===== config.mk =====
export PLATFORM = sky130hd
export DESIGN_NAME = serial_adder_ctrl
export DESIGN_NICKNAME = d
export VERILOG_FILES = /design/src/rtl/serial_adder_ctrl.sv
export SDC_FILE = /design/constraint.sdc
export NUM_CORES = 1
export LEC_CHECK = 0
export CORE_MARGIN = 3
export CORE_UTILIZATION = 45
export DETAILED_ROUTE_END_ITERATION = 8
export PLACE_DENSITY = 0.76
export SETUP_SLACK_MARGIN = 0.15
export SYNTH_ARGS = -nofsm -noshare
export SYNTH_HDL_FRONTEND = slang
export SYNTH_SLANG_ARGS = --single-unit
export TNS_END_PERCENT = 30

===== constraint.sdc =====
create_clock -name clk -period 2.2 [get_ports clk]
set_clock_uncertainty 0.2 [all_clocks]
set_input_delay 0.33 -clock clk [delete_from_list [all_inputs] [get_ports clk]]
set_output_delay 0.33 -clock clk [all_outputs]
set_load 0.03 [all_outputs]

===== src/rtl/serial_adder_ctrl.sv =====
`default_nettype none
// ============================================================================
// Module   : serial_adder_ctrl
// Brief    : Bit-serial add/subtract sequencer, LSB first, one full-adder
//            evaluation per clock, with valid/ready on operands and result.
// Revision : 1.0
// ============================================================================
module serial_adder_ctrl #(
    parameter int WIDTH = 8
) (
    input  logic             clk,
    input  logic             rst,
    input  logic             start_valid,
    output logic             start_ready,
    input  logic [WIDTH-1:0] a,
    input  logic [WIDTH-1:0] b,
    input  logic             sub,
    output logic             res_valid,
    input  logic             res_ready,
    output logic [WIDTH-1:0] sum,
    output logic             cout,
    output logic             ovf
);

    localparam int CNT_W = $clog2(WIDTH);
    localparam logic [CNT_W-1:0] C_LAST = CNT_W'(WIDTH - 1);

    typedef enum logic [1:0] {
        S_IDLE = 2'd0,
        S_RUN  = 2'd1,
        S_DONE = 2'd2
    } state_t;

    state_t           r_state;
    logic [WIDTH-1:0] r_sa;
    logic [WIDTH-1:0] r_sb;
    logic [WIDTH-1:0] r_sum_sh;
    logic [WIDTH-1:0] r_sum;
    logic [CNT_W-1:0] r_cnt;
    logic             r_carry;
    logic             r_cout;
    logic             r_ovf;
    logic             r_start_ready;
    logic             r_res_valid;

    logic             w_fa_sum;
    logic             w_fa_cout;
    logic             w_last;
    logic [WIDTH-1:0] w_sum_next;

    assign w_fa_sum   = r_sa[0] ^ r_sb[0] ^ r_carry;
    assign w_fa_cout  = (r_sa[0] & r_sb[0]) | (r_sa[0] & r_carry) | (r_sb[0] & r_carry);
    assign w_last     = (r_cnt == C_LAST);
    assign w_sum_next = {w_fa_sum, r_sum_sh[WIDTH-1:1]};

    always_ff @(posedge clk) begin
        if (rst) begin
            r_state       <= S_IDLE;
            r_sa          <= '0;
            r_sb          <= '0;
            r_sum_sh      <= '0;
            r_sum         <= '0;
            r_cnt         <= '0;
            r_carry       <= 1'b0;
            r_cout        <= 1'b0;
            r_ovf         <= 1'b0;
            r_start_ready <= 1'b1;
            r_res_valid   <= 1'b0;
        end else begin
            case (r_state)
                S_IDLE: begin
                    if (start_valid) begin
                        r_sa          <= a;
                        r_sb          <= sub ? ~b : b;
                        r_carry       <= sub;
                        r_cnt         <= '0;
                        r_sum_sh      <= '0;
                        r_start_ready <= 1'b0;
                        r_state       <= S_RUN;
                    end
                end
                S_RUN: begin
                    r_sum_sh <= w_sum_next;
                    r_sa     <= {1'b0, r_sa[WIDTH-1:1]};
                    r_sb     <= {1'b0, r_sb[WIDTH-1:1]};
                    r_carry  <= w_fa_cout;
                    if (w_last) begin
                        // r_carry still holds the carry into the MSB here
                        r_sum       <= w_sum_next;
                        r_cout      <= w_fa_cout;
                        r_ovf       <= r_carry ^ w_fa_cout;
                        r_res_valid <= 1'b1;
                        r_state     <= S_DONE;
                    end else begin
                        r_cnt <= r_cnt + 1'b1;
                    end
                end
                S_DONE: begin
                    if (res_ready) begin
                        r_res_valid   <= 1'b0;
                        r_start_ready <= 1'b1;
                        r_state       <= S_IDLE;
                    end
                end
                default: begin
                    r_res_valid   <= 1'b0;
                    r_start_ready <= 1'b1;
                    r_state       <= S_IDLE;
                end
            endcase
        end
    end

    assign start_ready = r_start_ready;
    assign res_valid   = r_res_valid;
    assign sum         = r_sum;
    assign cout        = r_cout;
    assign ovf         = r_ovf;

endmodule
`default_nettype wire


After elaboration in Yosys (flattened, before gate mapping)
Index checks and enable logic that the tools add are counted.
{"block": "classes", "n_mux": 22, "eq_ne": 7, "n_addsub": 1, "n_bitwise": 11, "reduce_logical": 8}
{"cell": "one-hot mux 8 bit (2 select lines)", "n": 3}
{"cell": "two-way mux 8 bit", "n": 4}
{"cell": "AND reduction 3 bit", "n": 4}
{"cell": "!= test 2 bit, second input constant", "n": 4}
{"cell": "inverter 8 bit", "n": 1}
{"cell": "two-way mux 2 bit", "n": 3}
{"cell": "two-way mux 3 bit", "n": 2}
{"cell": "one-hot mux 1 bit (3 select lines)", "n": 2}
{"cell": "one-hot mux 2 bit (3 select lines)", "n": 1}
{"cell": "one-hot mux 3 bit (2 select lines)", "n": 1}
{"cell": "two-way mux 1 bit", "n": 5}
{"cell": "AND reduction 2 bit", "n": 2}
{"cell": "adder 3 x 1 -> 3 bit, second input constant", "n": 1}
{"cell": "AND 1 bit", "n": 3}
{"cell": "== test 3 bit, second input constant", "n": 1}
{"cell": "bitwise XOR 1 bit", "n": 3}
{"cell": "== test 2 x 1 -> 1 bit, second input constant", "n": 1}
{"cell": "== test 2 bit, second input constant", "n": 1}
{"cell": "zero test 2 bit", "n": 1}
{"cell": "inverter 1 bit", "n": 2}
{"cell": "bitwise OR 1 bit", "n": 2}
{"cell": "one-hot mux 1 bit (2 select lines)", "n": 1}
{"cell": "nonzero test 2 bit", "n": 1}
{"block": "word_totals", "reg_bits": 42, "wordCells": 60, "out_inout_bits": 12}

Longest topological paths before layout
Gate-level depths: netlist of run 1.
{"block": "depth", "depth_word": 4, "depth_mapped": 6}

Worst setup path before layout of run 1
No wires, ideal clock.
{"block": "synth_timing", "path_kind": "reg-to-reg", "start": "register r_cnt[0]", "end": "register r_cnt[2]", "setup_slack_ns": 0.546, "t_arrival_ns": 1.322, "required_ns": 1.867, "setup_time_ns": 0.133, "n_path_buf": 0, "stages_incl_launch_ff": 6, "cell_sequence": "dfxtp_1 -> ha_1 -> ha_1 -> or3b_2 -> nand3_1 -> a21oi_1"}
{"block": "synth_via", "elab_chain_cells": 3}
{"item": "from (decl)", "line": "39", "text": "logic [CNT_W-1:0] r_cnt;"}
{"item": "from (signal assigned)", "line": "95", "text": "r_cnt <= r_cnt + 1'b1;"}
{"item": "adder 3 x 1 -> 3 bit / == test 3 bit (equally long branches)", "line": "95, 53"}
{"item": "two-way mux 3 bit / != test 2 bit (equally long branches)"}
{"item": "one-hot mux 3 bit (2 select lines) / AND reduction 3 bit (equally long branches)"}
Parallel ways exist; a longest one is shown, timed or not. The select of a mux whose other input is x is not followed.
A chain may end at the register's enable or synchronous reset.

Worst setup path after layout of run 1
{"block": "layout_timing", "start": "register r_res_valid (netlist: res_valid)", "end": "output port res_valid"}
{"item": "from (decl)", "line": "44", "text": "logic r_res_valid;"}
{"item": "from (signal assigned)", "line": "68", "text": "r_res_valid <= 1'b0;"}
{"item": "from (signal assigned)", "line": "92", "text": "r_res_valid <= 1'b1;"}
{"item": "from (signal assigned)", "line": "100", "text": "r_res_valid <= 1'b0;"}
{"item": "to (decl)", "line": "18", "text": "output logic res_valid,"}
No word-level cell between the ends.

==> impl_metrics.json, run 1 <==
{
  "wl_per_cell_um": 12.2,
  "clockBufferDepth": 2,
  "yosysTopAreaCellShare_pct": 48.3,
  "synth_edf_count": 0,
  "hold_violations": 0,
  "via_per_inst": 5.25,
  "worstPathCellList": "clkdlybuf4s50_1",
  "clock-sinks": 41,
  "clk_pin_slew_ps": 80,
  "reg2reg_depth": 5,
  "met3_length_um": 211,
  "routed_wl_mm": 3.34,
  "drv_slew": 0,
  "slew_headroom_pct": 72.2,
  "synth_ff_type": "dfxtp_1",
  "top_layer": "met4",
  "cts_tree": "yes",
  "synth_cell_type_count": 31,
  "setup_viol": 0,
  "pin_count": 33,
  "utilization_pct": 61.3,
  "startpoint_type": "flip-flop",
  "initial_core_util_pct": 48.7,
  "tightest_slew_ps": 418,
  "synth.cell_area_um2": 1700,
  "rsz0062_at_grt": "no",
  "reg2reg_slack_ps": 450,
  "post-route-period-util_pct": 84.6,
  "slowest_delay_ps": 680,
  "fin_total_pwr_mw": 1.48,
  "synthMostInstantiatedCell": "dfxtp_1",
  "cp_num_buf_inv": 1,
  "drtAntennaViolNets": 0,
  "max_freq_mhz": 537,
  "postCtsSetupBuffers": 0,
  "htreeDepth": 2,
  "n_antenna_cell": 0,
  "dpl.hpwl_mm": 2.34,
  "grt.total_usage_pct": 16.7,
  "netlist_instances": 197,
  "synth_common_cells": "dfxtp_1, nand2_1, a21oi_1",
  "holdPathStages": 2,
  "drt-met1-wl_mm": 1.54,
  "vias": 1433,
  "cts_hold_buf": 0,
  "drive_above_1_share_pct": 7.93,
  "clk_latency_ps": 290,
  "crit_family": "buffers and inverters",
  "gp_congestion": 0.766,
  "crit_path_end_kind": "output pin",
  "finalCriticalPeriod_ps": 1860,
  "cellPowerDensity_nw_per_um2": 690,
  "cp_data_arrival_time_ps": 1330,
  "synth_area_leader_cell": "dfxtp_1",
  "grt-ovfl-total": 0,
  "syn_area_per_cell_um2": 8.63,
  "hp-class": "reg -> reg",
  "coreArea_um2": 3490,
  "grt_pass1_wl_mm": 5.71,
  "hold_start": "cout",
  "n_fill_cell": 345,
  "io_buffer_count": 32,
  "antenna_found_initial": 0,
  "synth_fp_nets": 221,
  "min_to": "cout",
  "dr_wl_met2_mm": 1.54,
  "ys_seq_area_share_pct": 48.3,
  "firstDrtPassIters": 4,
  "irDropWorstVdd_mv": 0.426,
  "ys_warn_count": 0,
  "drv_cap": 0,
  "cts_resized": 0,
  "cp.required_ps": 1670,
  "die_h_um": 67.5,
  "crit_type": "reg -> out",
  "layout.nets": 250,
  "leakage_nw": 0.784,
  "tns_ps": 0,
  "ys_async_sr_fraction_pct": 0,
  "drtIter0Drc": 76,
  "outcome": "completed",
  "critPathSlowestCell": "clkdlybuf4s50_1",
  "ys_ff_latch": 41,
  "numCtsBuffers": 5,
  "ys_top_cells_by_area": "dfxtp_1, a21oi_1, nand2_1",
  "path_max_fanout": 3,
  "syn_to_final_growth_pct": 26.0,
  "grt_start_max_net_pins": 24,
  "cts-root-buf": "clkbuf_8",
  "drc": 0,
  "r2r-end": "ovf",
  "r2r-start": "r_cnt[0]",
  "rows": 21,
  "die_area_um2": 4550,
  "grt_pass1_vias": 1314,
  "die-width_um": 67.5
}
worst max-delay path by stage:
stage / startpoint / endpoint / slack [ps] / cells after the start
2_1_floorplan: r_cnt[0] / r_cnt[2] / 550 / 5
3_3_place_gp: start_valid / r_sb[4] / 220 / 4
3_5_place_dp: start_valid / r_sb[1] / 180 / 4
4_1_cts: res_valid / res_valid / 320 / 1
5_1_grt: start_ready / start_ready / 280 / 1
6_report: res_valid / res_valid / 340 / 1
cells in the final DEF, fill, tap and decap left out:
| cell type | n |
|---|---|
| dfxtp_1 | 41 |
| clkdlybuf4s50_1 | 32 |
| nand2_1 | 29 |
| a21oi_1 | 25 |
| nor2_1 | 23 |
| a22oi_1 | 13 |
| a211oi_1 | 9 |
| xnor2_1 | 7 |
| buf_4 | 7 |
| o22ai_1 | 5 |
| clkbuf_8 | 5 |
| nand3_1 | 4 |
| o21bai_1 | 2 |
| a2bb2oi_1 | 2 |
| xor2_1 | 2 |
| nand2b_1 | 2 |
| ha_1 | 2 |
| clkinv_2 | 2 |
| and3b_1 | 1 |
| nand3b_1 | 1 |
| or2b_1 | 1 |
| nor3_1 | 1 |
| or3b_1 | 1 |
| o21ba_2 | 1 |
| nor4_1 | 1 |
| nor2b_1 | 1 |
| or3b_2 | 1 |
| nor3b_1 | 1 |
| or2_0 | 1 |
| o22ai_2 | 1 |
| inv_1 | 1 |
| fa_1 | 1 |
| clkinvlp_4 | 1 |
where the power goes:
group	switching (mW)	leakage [nW]	internal, mW	total [mW]
Combinational	0.101	0.405	0.100	0.201
Clock	0.257	0.0439	0.219	0.476
Sequential	0.0254	0.335	0.777	0.802
Total	0.383	0.784	1.10	1.48
final cells by class:
type                       instances  area (um2)  area share, %
sequential                        41         821           38.3
multi-input combinational        138         801           37.4
timing repair buffer              39         373           17.4
clock buffer                       5        68.8           3.21
tap                               46        57.6           2.69
clock inverter                     3        17.5          0.818
inverter                           1        3.75          0.175
per-stage QoR:
stage               hold WS, ps  area (um2)  worst slack (ps)  std cells
floorplan                   232        1700               546        197
finish                      254        2140               338        273
global route                284        2140               281        273
CTS                         257        2140               316        273
global placement            243        2060               218        265
detailed placement          246        2060               178        265
state kept, by name, indices dropped and copies added, names as in the netlist:
register,flops
cout,1
r_state,2
ovf,1
r_sa,8
r_cnt,3
res_valid,1
start_ready,1
r_carry,1
sum,8
r_sum_sh,7
r_sb,8
per-layer routing:
layer | vias up | global-route usage, %
met1 | 642 | 20.0
met2 | 46 | 27.7
met3 | 4 | 5.49
li1 | 741 | -
met4 | 0 | 6.08
met5 | - | 0
worst reg2reg max path, stage by stage (launching register included):
cell	delay (ps)
dfxtp_1	350
ha_1	160
ha_1	220
and3b_1	450
nor2_1	90
a211oi_1	200
cells by family (layout without fill, tap and decap cells):
logic type	Yosys count	in the layout	synth area share, %
and+or+nand+nor	68	68	17.7
AOI/OAI and AO/OA	58	58	22.1
DFF	41	41	48.3
buffers and inverters	18	48	4.64
xor gates and xnor gates	9	9	4.64
adders and majority gates	3	3	2.65
No activity file was read; power rests on OpenSTA's default activity.
==> run 2, diff against run 1 <==
- PLACE_DENSITY: 0.76 -> 0.79
- clock period: 2.2 -> 1.69 ns (I/O delays scaled with it)
==> run 2 against run 1 <==
Final cell count up 2.6%; flip-flop and latch count unchanged; power is 53% higher; count of clock-buffer cells in the layout unchanged; largest cell class is now multi-input combinational cells; global-route usage barely moved; final area is 8.5% higher; combinational power is 45% higher; via count grew 1.5%; critical path depth is 4 higher; die area unchanged.
==> impl_metrics.json, run 2 (same netlist as run 1, synthesis figures left out) <==
{
  "startpoint": "r_cnt[1]",
  "multiInputGateArea_um2": 883,
  "slew_headroom_pct": 79.7,
  "finalCriticalPeriod_ps": 1570,
  "coreArea_um2": 3490,
  "dpl.hpwl_mm": 2.34,
  "max_freq_mhz": 635,
  "die-width_um": 67.5,
  "r2r-start": "r_cnt[1]",
  "outcome": "completed",
  "initial_core_util_pct": 48.7,
  "clk_latency_ps": 300,
  "n_fill_cell": 314,
  "wl_per_cell_um": 12.7,
  "final_cell_area_um2": 2320,
  "cpMostUsedCell": "ha_4",
  "layout.nets": 257,
  "antenna_found_initial": 0,
  "setup_ws_ps": 116,
  "vias": 1455,
  "grt_start_max_net_pins": 25,
  "pre_cts_ws_ps": -207,
  "leakage_nw": 0.911,
  "cp_data_arrival_time_ps": 1560,
  "slowest_delay_ps": 430,
  "setup_viol": 0,
  "io_buffer_count": 32,
  "pin_count": 33,
  "htreeDepth": 2,
  "placed_cell_area_um2": 2100,
  "cts-root-buf": "clkbuf_8",
  "cp.required_ps": 1680,
  "irDropWorstVdd_mv": 0.518,
  "critPathSlowestCell": "or3b_4",
  "hp-class": "reg -> reg",
  "drv_slew": 0,
  "worstPathCellList": "ha_4 > ha_4 > or3b_4 > nand3_2 > a21oi_2",
  "cellPowerDensity_nw_per_um2": 974,
  "drtAntennaViolNets": 0,
  "path_max_fanout": 6,
  "gp_congestion": 0.775,
  "routed_wl_mm": 3.56,
  "numCtsBuffers": 5,
  "drc": 0,
  "die_area_um2": 4550,
  "drive_above_1_share_pct": 18.4,
  "seqCellArea_um2": 826,
  "drv_cap": 0,
  "rows": 21,
  "hold_start": "sum[0]",
  "clk_pin_slew_ps": 80,
  "cts_tree": "yes",
  "grt_pass1_vias": 1370,
  "layout.cells.most_common_list": "dfxtp_1, nand2_1, nor2_1",
  "utilization_pct": 66.5,
  "clock-sinks": 41,
  "grt.total_usage_pct": 16.7,
  "grt-ovfl-total": 0,
  "layout_commonest_cell": "dfxtp_1",
  "grt_pass1_wl_mm": 5.82,
  "die_h_um": 67.5,
  "syn_to_final_growth_pct": 36.6,
  "rsz0062_at_grt": "yes",
  "hold_violations": 0,
  "n_antenna_cell": 0,
  "crit_type": "reg -> reg",
  "startpoint_type": "flip-flop",
  "drtIter0Drc": 90,
  "via_per_inst": 5.20,
  "crit_path_end_kind": "flip-flop",
  "clockBufferDepth": 2,
  "tightest_slew_ps": 305,
  "firstDrtPassIters": 4,
  "post-route-period-util_pct": 93.1
}
-- run 2: changes by cell type in the layout (fill, tap and decap cells not counted), moves of 3 or more --
cell,before,now
dfxtp_2,0,4
buf_4,7,11
a21oi_2,0,3
clkdlybuf4s50_1,32,20
nand3_2,0,3
nand3_1,4,1
dlygate4sd2_1,0,12
a21oi_1,25,22
dfxtp_1,41,37
-- run 2: worst max-delay path: cells and delay by family (launching register included) --
family,cells,cell delay [ps]
simple gates,2,530
flops,1,350
fa+ha+maj,2,330
compound gates,1,60
-- run 2: metrics by stage --
step                power, mW  TNS, ps  hold WS [ps]  cells
CTS                      2.25        0           254    277
global route             2.36        0           278    280
finish                   2.26        0           252    280
global placement         1.33    -2020           243    269
floorplan                1.23        0           195    197
detailed placement       1.34    -2320           246    269
-- run 2: worst paths after layout --
check | slack (ps) | cells past startpoint | to
worst min register to register | 250 | 2 | sum[0]
worst max register to register | 120 | 5 | r_cnt[2]
worst max-delay path | 120 | 5 | r_cnt[2]
worst min-delay path | 250 | 2 | sum[0]
-- run 2: layout make-up --
| cell class | instances | area share [%] |
|---|---|---|
| multi-input cells | 139 | 38.0 |
| flip-flops and latches | 41 | 35.5 |
| repair buffers | 45 | 18.0 |
| clock buffers | 5 | 2.96 |
| clock inverters | 3 | 2.80 |
| well taps | 46 | 2.48 |
| inverters | 1 | 0.162 |
-- run 2: timing repair --
action                     CTS  global route
hold buffers                 0             0
resized for setup           15            19
pin swaps                    1             8
gates cloned                 0             1
setup buffers                0             2
setup endpoints to repair   32            33
-- run 2: report_power, final --
group / internal [mW] / leakage, nW / switching (mW)
clock network: 0.587 / 0.0681 / 0.339
logic: 0.152 / 0.507 / 0.139
registers: 1.01 / 0.336 / 0.0347
-- run 2: routing by layer --
metal	GRT usage (%)	vias to the layer above	wire, um
met2	27.6	50	1650
met5	0	-	0
li1	-	758	-
met3	6.49	8	242
met4	4.30	0	69
met1	20.3	639	1600
==> run 3, diff against run 2 <==
- CAP_MARGIN: not set -> 25
==> results of run 3 <==
Same layout as run 2: the final DEF is identical, and so are final timing and power.
